--- src/rtl/core_pkg.sv ---
`default_nettype none
// ============================================================================
// core_pkg
//   Shared widths, reset value and IF/ID record for the LEGv8 front end.
//   Revision: 1.0
// ============================================================================
package core_pkg;

  localparam int INSTR_W = 32;
  localparam int PC_W    = 64;
  localparam int IMEM_AW = 6;

  localparam logic [PC_W-1:0]    RESET_PC_DEFAULT = 64'h0;
  // A64 NOP encoding, used by later stages to fill bubbles
  localparam logic [INSTR_W-1:0] NOP_INSTR        = 32'hD503_201F;

  typedef struct packed {
    logic               valid;
    logic [INSTR_W-1:0] instr;
    logic [PC_W-1:0]    pc;
  } if_id_t;

endpackage
`default_nettype wire

--- src/rtl/fetch_stage_pc_reg.sv ---
`default_nettype none
// ============================================================================
// pc_reg
//   Program counter with redirect / +4 / hold selection and a sticky flag
//   recording any redirect target that was not word aligned.
//   Revision: 1.0
// ============================================================================
module pc_reg
  import core_pkg::*;
#(
  parameter int              N        = PC_W,
  parameter logic [N-1:0]    RESET_PC = N'(RESET_PC_DEFAULT)
) (
  input  logic         clk,
  input  logic         reset,
  input  logic         br_taken,
  input  logic [N-1:0] br_target,
  input  logic         advance,
  output logic [N-1:0] pc,
  output logic         misalign
);

  logic [N-1:0] pc_d, pc_q;
  logic         misalign_d, misalign_q;

  always_comb begin
    pc_d       = pc_q;
    misalign_d = misalign_q;
    if (br_taken) begin
      // Low bits are dropped so fetch stays word aligned; the flag records it
      pc_d = {br_target[N-1:2], 2'b00};
      if (br_target[1:0] != 2'b00) begin
        misalign_d = 1'b1;
      end
    end else if (advance) begin
      pc_d = pc_q + N'(4);
    end
  end

  always_ff @(posedge clk or negedge reset) begin
    if (!reset) begin
      pc_q       <= RESET_PC;
      misalign_q <= 1'b0;
    end else begin
      pc_q       <= pc_d;
      misalign_q <= misalign_d;
    end
  end

  assign pc       = pc_q;
  assign misalign = misalign_q;

endmodule
`default_nettype wire

--- src/rtl/fetch_stage.sv ---
`default_nettype none
// ============================================================================
// fetch_stage
//   LEGv8 instruction fetch: drives imem, registers instruction + PC into the
//   IF/ID register with a valid/ready handshake, and honours redirects.
//   Revision: 1.0
// ============================================================================
module fetch_stage
  import core_pkg::*;
#(
  parameter int           N        = PC_W,
  parameter int           IW       = INSTR_W,
  parameter int           AW       = IMEM_AW,
  parameter logic [N-1:0] RESET_PC = N'(RESET_PC_DEFAULT)
) (
  input  logic          clk,
  input  logic          reset,
  output logic [AW-1:0] imem_addr,
  input  logic [IW-1:0] imem_q,
  input  logic          br_taken,
  input  logic [N-1:0]  br_target,
  input  logic          out_ready,
  output logic          out_valid,
  output logic [IW-1:0] instr_out,
  output logic [N-1:0]  pc_out,
  output logic          misalign,
  output logic [31:0]   fetch_count
);

  logic [N-1:0]  pc;
  logic          advance;
  logic          transfer;

  logic          out_valid_d,   out_valid_q;
  logic [IW-1:0] instr_out_d,   instr_out_q;
  logic [N-1:0]  pc_out_d,      pc_out_q;
  logic [31:0]   fetch_count_d, fetch_count_q;

  assign advance  = !out_valid_q || out_ready;
  assign transfer = out_valid_q && out_ready;

  pc_reg #(
    .N        (N),
    .RESET_PC (RESET_PC)
  ) u_pc_reg (
    .clk       (clk),
    .reset     (reset),
    .br_taken  (br_taken),
    .br_target (br_target),
    .advance   (advance),
    .pc        (pc),
    .misalign  (misalign)
  );

  assign imem_addr = pc[AW+1:2];

  always_comb begin
    out_valid_d = out_valid_q;
    instr_out_d = instr_out_q;
    pc_out_d    = pc_out_q;
    if (br_taken) begin
      // Squash whatever sits in IF/ID, even mid-stall; payload is left as is
      out_valid_d = 1'b0;
    end else if (advance) begin
      out_valid_d = 1'b1;
      instr_out_d = imem_q;
      pc_out_d    = pc;
    end
  end

  // Counts consumed instructions, including one taken on a redirect edge
  always_comb begin
    fetch_count_d = fetch_count_q;
    if (transfer && (fetch_count_q != 32'hFFFF_FFFF)) begin
      fetch_count_d = fetch_count_q + 32'd1;
    end
  end

  always_ff @(posedge clk or negedge reset) begin
    if (!reset) begin
      out_valid_q   <= 1'b0;
      instr_out_q   <= '0;
      pc_out_q      <= '0;
      fetch_count_q <= '0;
    end else begin
      out_valid_q   <= out_valid_d;
      instr_out_q   <= instr_out_d;
      pc_out_q      <= pc_out_d;
      fetch_count_q <= fetch_count_d;
    end
  end

  assign out_valid   = out_valid_q;
  assign instr_out   = instr_out_q;
  assign pc_out      = pc_out_q;
  assign fetch_count = fetch_count_q;

endmodule
`default_nettype wire

--- config.mk ---
export PLATFORM = sky130hd
export DESIGN_NAME = fetch_stage
export DESIGN_NICKNAME = d
export VERILOG_FILES = /design/src/rtl/core_pkg.sv /design/src/rtl/fetch_stage_pc_reg.sv /design/src/rtl/fetch_stage.sv
export SDC_FILE = /design/constraint.sdc
export NUM_CORES = 1
export LEC_CHECK = 0
export CORE_MARGIN = 10
export CORE_UTILIZATION = 49
export CTS_BUF_LIST = sky130_fd_sc_hd__clkbuf_16
export DETAILED_ROUTE_END_ITERATION = 8
export PLACE_DENSITY = 0.84
export RECOVER_POWER = 100
export SLEW_MARGIN = 40
export SYNTH_ARGS = -nofsm -noshare
export SYNTH_HDL_FRONTEND = slang
export SYNTH_SLANG_ARGS = --single-unit
export TNS_END_PERCENT = 10
--- constraint.sdc ---
create_clock -name clk -period 3.5 [get_ports clk]
set_input_delay 0.7 -clock clk [delete_from_list [all_inputs] [get_ports clk]]
set_output_delay 0.7 -clock clk [all_outputs]
set_load 0.005 [all_outputs]
==> flow_summary.yaml <==
critical_path:
  cp_slowest_stage_delay_ns: 0.78
  critical_path.slowest_cell: "sky130_fd_sc_hd__clkbuf_2"
  critical_path_buf_inv_count: 2
  path_cells: "dlygate4sd3_1 > nor2b_1 > nor2_4 > clkbuf_2 > mux2_2"
  critical_path_peak_fanout: 53
  cp.required_ns: 3.82
  endpoint_kind: "flip-flop"
  path_delay_family: "buffers and inverters"
  arrival_time_worst_endpoint_ns: 3.21
  worstSetupPathType: "input pin to flip-flop"
  reg2regPathDepth: 5
  cp.depth: 5
  critical_path.startpoint_type: "input pin"
clocking:
  tritoncts_clock_tree: "yes"
  clk_pin_slew_worst_paths_ns: 0.07
  post_cts.repair.setup_buffers: 0
  post_cts.resized_instances: 0
  clock_sinks: 190
  cts_buf_count: 17
  cts_buffer_depth: 2
  cts_hold_buf: 0
  htree_num_levels: 4
  cts-root-buf: "sky130_fd_sc_hd__clkbuf_16"
  worst_skew_pair.late_latency_ns: 0.44
power:
  post-layout-total-power_mw: 5.67
  static-leakage-power_nw: 4.83
  powerDensity_nw_per_um2: 479
  ir_drop_uv: 374
yosys:
  synth_top_cells_by_area: "sky130_fd_sc_hd__dfrtp_1 54%, sky130_fd_sc_hd__mux2_2 12%, sky130_fd_sc_hd__xor2_1 3.1%"
  async_reset_ff_share_pct: 100
  synth_enable_flop_cells: 0
  share_of_synthesized_area_occupied_by_flip_flops_and_latches_pct: 54.2
  postSynthCellCount: 796
  ys_seq_elements: 190
  synth.avg_cell_area_sq_um: 11.0
  synth.largest_area_cell: "sky130_fd_sc_hd__dfrtp_1"
  post_synth_most_frequent_cells: "190 x sky130_fd_sc_hd__dfrtp_1, 97 x sky130_fd_sc_hd__mux2_2, 72 x sky130_fd_sc_hd__nand2_1, 48 x sky130_fd_sc_hd__nor2_1, 40 x sky130_fd_sc_hd__nand3_1"
  post_synth_cell_types: 43
  synth_warnings: 0
  library_cell_with_the_highest_instance_count_after_synthesis: "sky130_fd_sc_hd__dfrtp_1"
  synth_ff_type: "sky130_fd_sc_hd__dfrtp_1"
  synth.top_cell.area_share_pct: 54.2
  post_synth_instance_area_sq_um: 8780
placement:
  dp.final_hpwl_um: 18400
  finalWeightedCongestion: 0.833
  placed_area_sq_um: 11300
  port-buffer-count: 233
floorplanning:
  floorplan.initialDensity_pct: 50.4
  die_w_um: 154
  die_area_sq_um: 23700
  dieHeight_um: 154
  io-pin-count: 236
  coreArea_sq_um: 17400
  floorplan.rows: 48
global_route:
  globalRouteTotalUtil_pct: 20.5
  antenna_found_initial: 1
  grt_max_degree: 78
  global_route.overflow_total: 0
  grt_pass1_vias: 7109
  global_route_wire_length_before_repair_um: 39400
timing:
  rsz_0062_raised_after_global_routing: "no"
  timing.final.crit_period_ns: 2.90
  setup_violations: 0
  final_hold_viol_count: 0
  min_period_over_period_pct: 82.8
  worstMarginPinSlew_ns: 1.93
  maxSlewHeadroom_pct: -28.6
  timing.clock.skew_ns: 0.00712
  final_max_slew_viols: 178
  fin_tns_setup_ns: 0
  clock.fmax_ghz: 0.345
routing:
  routed_wl_um: 24900
  final_antenna_net_count: 0
  first_pass_iters: 4
  detail_route.iter0.violations: 559
  remaining_drc_errors: 0
  wl_per_cell_um: 19.9
  via_density_per_instance: 5.69
  detailroute.via_count: 7141
flow_run:
  max_capacitance_violation_count: 3
cells_and_area:
  syn_to_final_growth_pct: 34.8
  post_route_cells_drive_above_1_share_pct: 13.7
  postLayoutCellArea_sq_um: 11800
  post_layout_net_count: 1118
hold_path:
  min_path_cells: 1
  hold_path.class: "flip-flop to flip-flop"
outcome:
  failed_checks: "max-capacitance violations, max-slew violations"
  status: "finished, violations left"
[placed cells by master (no fill, tap or decap), types with 3 or more instances in the layout]
cell type and instances:
sky130_fd_sc_hd__or3_1 13, sky130_fd_sc_hd__or4_1 22, sky130_fd_sc_hd__nand2b_1 3, sky130_fd_sc_hd__clkinv_4 3
sky130_fd_sc_hd__mux2_2 97, sky130_fd_sc_hd__nand3_1 40, sky130_fd_sc_hd__and4_1 9, sky130_fd_sc_hd__inv_1 14
sky130_fd_sc_hd__a31oi_1 31, sky130_fd_sc_hd__xnor2_1 26, sky130_fd_sc_hd__dlygate4sd3_1 135, sky130_fd_sc_hd__nand2_1 72
sky130_fd_sc_hd__and2_1 5, sky130_fd_sc_hd__buf_4 3, sky130_fd_sc_hd__o211ai_1 3, sky130_fd_sc_hd__clkbuf_16 17
sky130_fd_sc_hd__and3_1 12, sky130_fd_sc_hd__clkbuf_1 6, sky130_fd_sc_hd__nor3_1 17, sky130_fd_sc_hd__clkinv_2 4
sky130_fd_sc_hd__clkbuf_2 4, sky130_fd_sc_hd__nand4_1 21, sky130_fd_sc_hd__o21ai_0 38, sky130_fd_sc_hd__nor2_1 47
sky130_fd_sc_hd__o31ai_1 18, sky130_fd_sc_hd__inv_6 3, sky130_fd_sc_hd__nor4_1 19, sky130_fd_sc_hd__xor2_1 31
sky130_fd_sc_hd__dfrtp_1 190, sky130_fd_sc_hd__clkdlybuf4s50_1 96
[area by class of cell]
| class | instances | area [sq um] |
|---|---|---|
| Antenna cell | 1 | 2.50 |
| Fill cell | 1280 | 5590 |
| Timing Repair Buffer | 245 | 2380 |
| Clock inverter | 15 | 148 |
| Tap cell | 225 | 282 |
| Inverter | 12 | 45.0 |
| Clock buffer | 17 | 425 |
| Sequential cell | 190 | 4750 |
| Multi-Input combinational cell | 550 | 3790 |
[per-stage QoR]
step,utilization (%),setup WS (ns),hold WS (ns),cells
after global routing,67.9,0.316,0.499,1255
after global placement,65.0,0.393,0.452,1222
final,67.9,0.603,0.469,1255
after CTS,68.3,0.667,0.317,1254
after detailed placement,65.0,0.355,0.455,1222
after floorplan,-,0.927,0.404,797
[final timing paths]
check,slack [ns],startpoint,to
max in group asynchronous,0.83,reset,fetch_count[16]$_DFFE_PN0P_
min in group asynchronous,0.80,reset,instr_out[0]$_DFFE_PN0P_
min,0.47,u_pc_reg.misalign$_DFFE_PN0P_,u_pc_reg.misalign$_DFFE_PN0P_
max reg2reg,0.65,u_pc_reg.pc[4]$_DFFE_PN0N_,u_pc_reg.pc[42]$_DFFE_PN0N_
min reg2reg,0.47,u_pc_reg.misalign$_DFFE_PN0P_,u_pc_reg.misalign$_DFFE_PN0P_
max,0.60,out_ready,pc_out[38]$_DFFE_PN0P_
[routing by layer]
metal | up-vias | track usage [%] | routed length [um]
met2 | 238 | 33.7 | 12300
met5 | - | 0 | 0
met4 | 0 | 7.06 | 498
li1 | 3340 | - | -
met3 | 28 | 4.99 | 1510
met1 | 3535 | 25.8 | 10600
[cells by family (layout without fill, tap and decap cells)]
family          count (synthesis)  in the layout  synth area share, %
compound gates                 99             99                 7.00
xor+xnor                       57             57                 5.69
fa+ha+maj                       2              2                0.285
buf+inv                        57            289                 2.88
flops                         190            190                 54.2
mux                            98             98                 12.6
other cells                     1              3               0.0427
simple gates                  292            292                 17.4
[report_power, final]
group / internal, mW / switching, mW / total [mW] / leakage (nW)
Combinational: 0.627 / 0.421 / 1.05 / 2.28
Sequential: 2.47 / 0.231 / 2.70 / 2.25
Clock: 1.05 / 0.867 / 1.92 / 0.290
No activity file was read; power rests on OpenSTA's default activity.
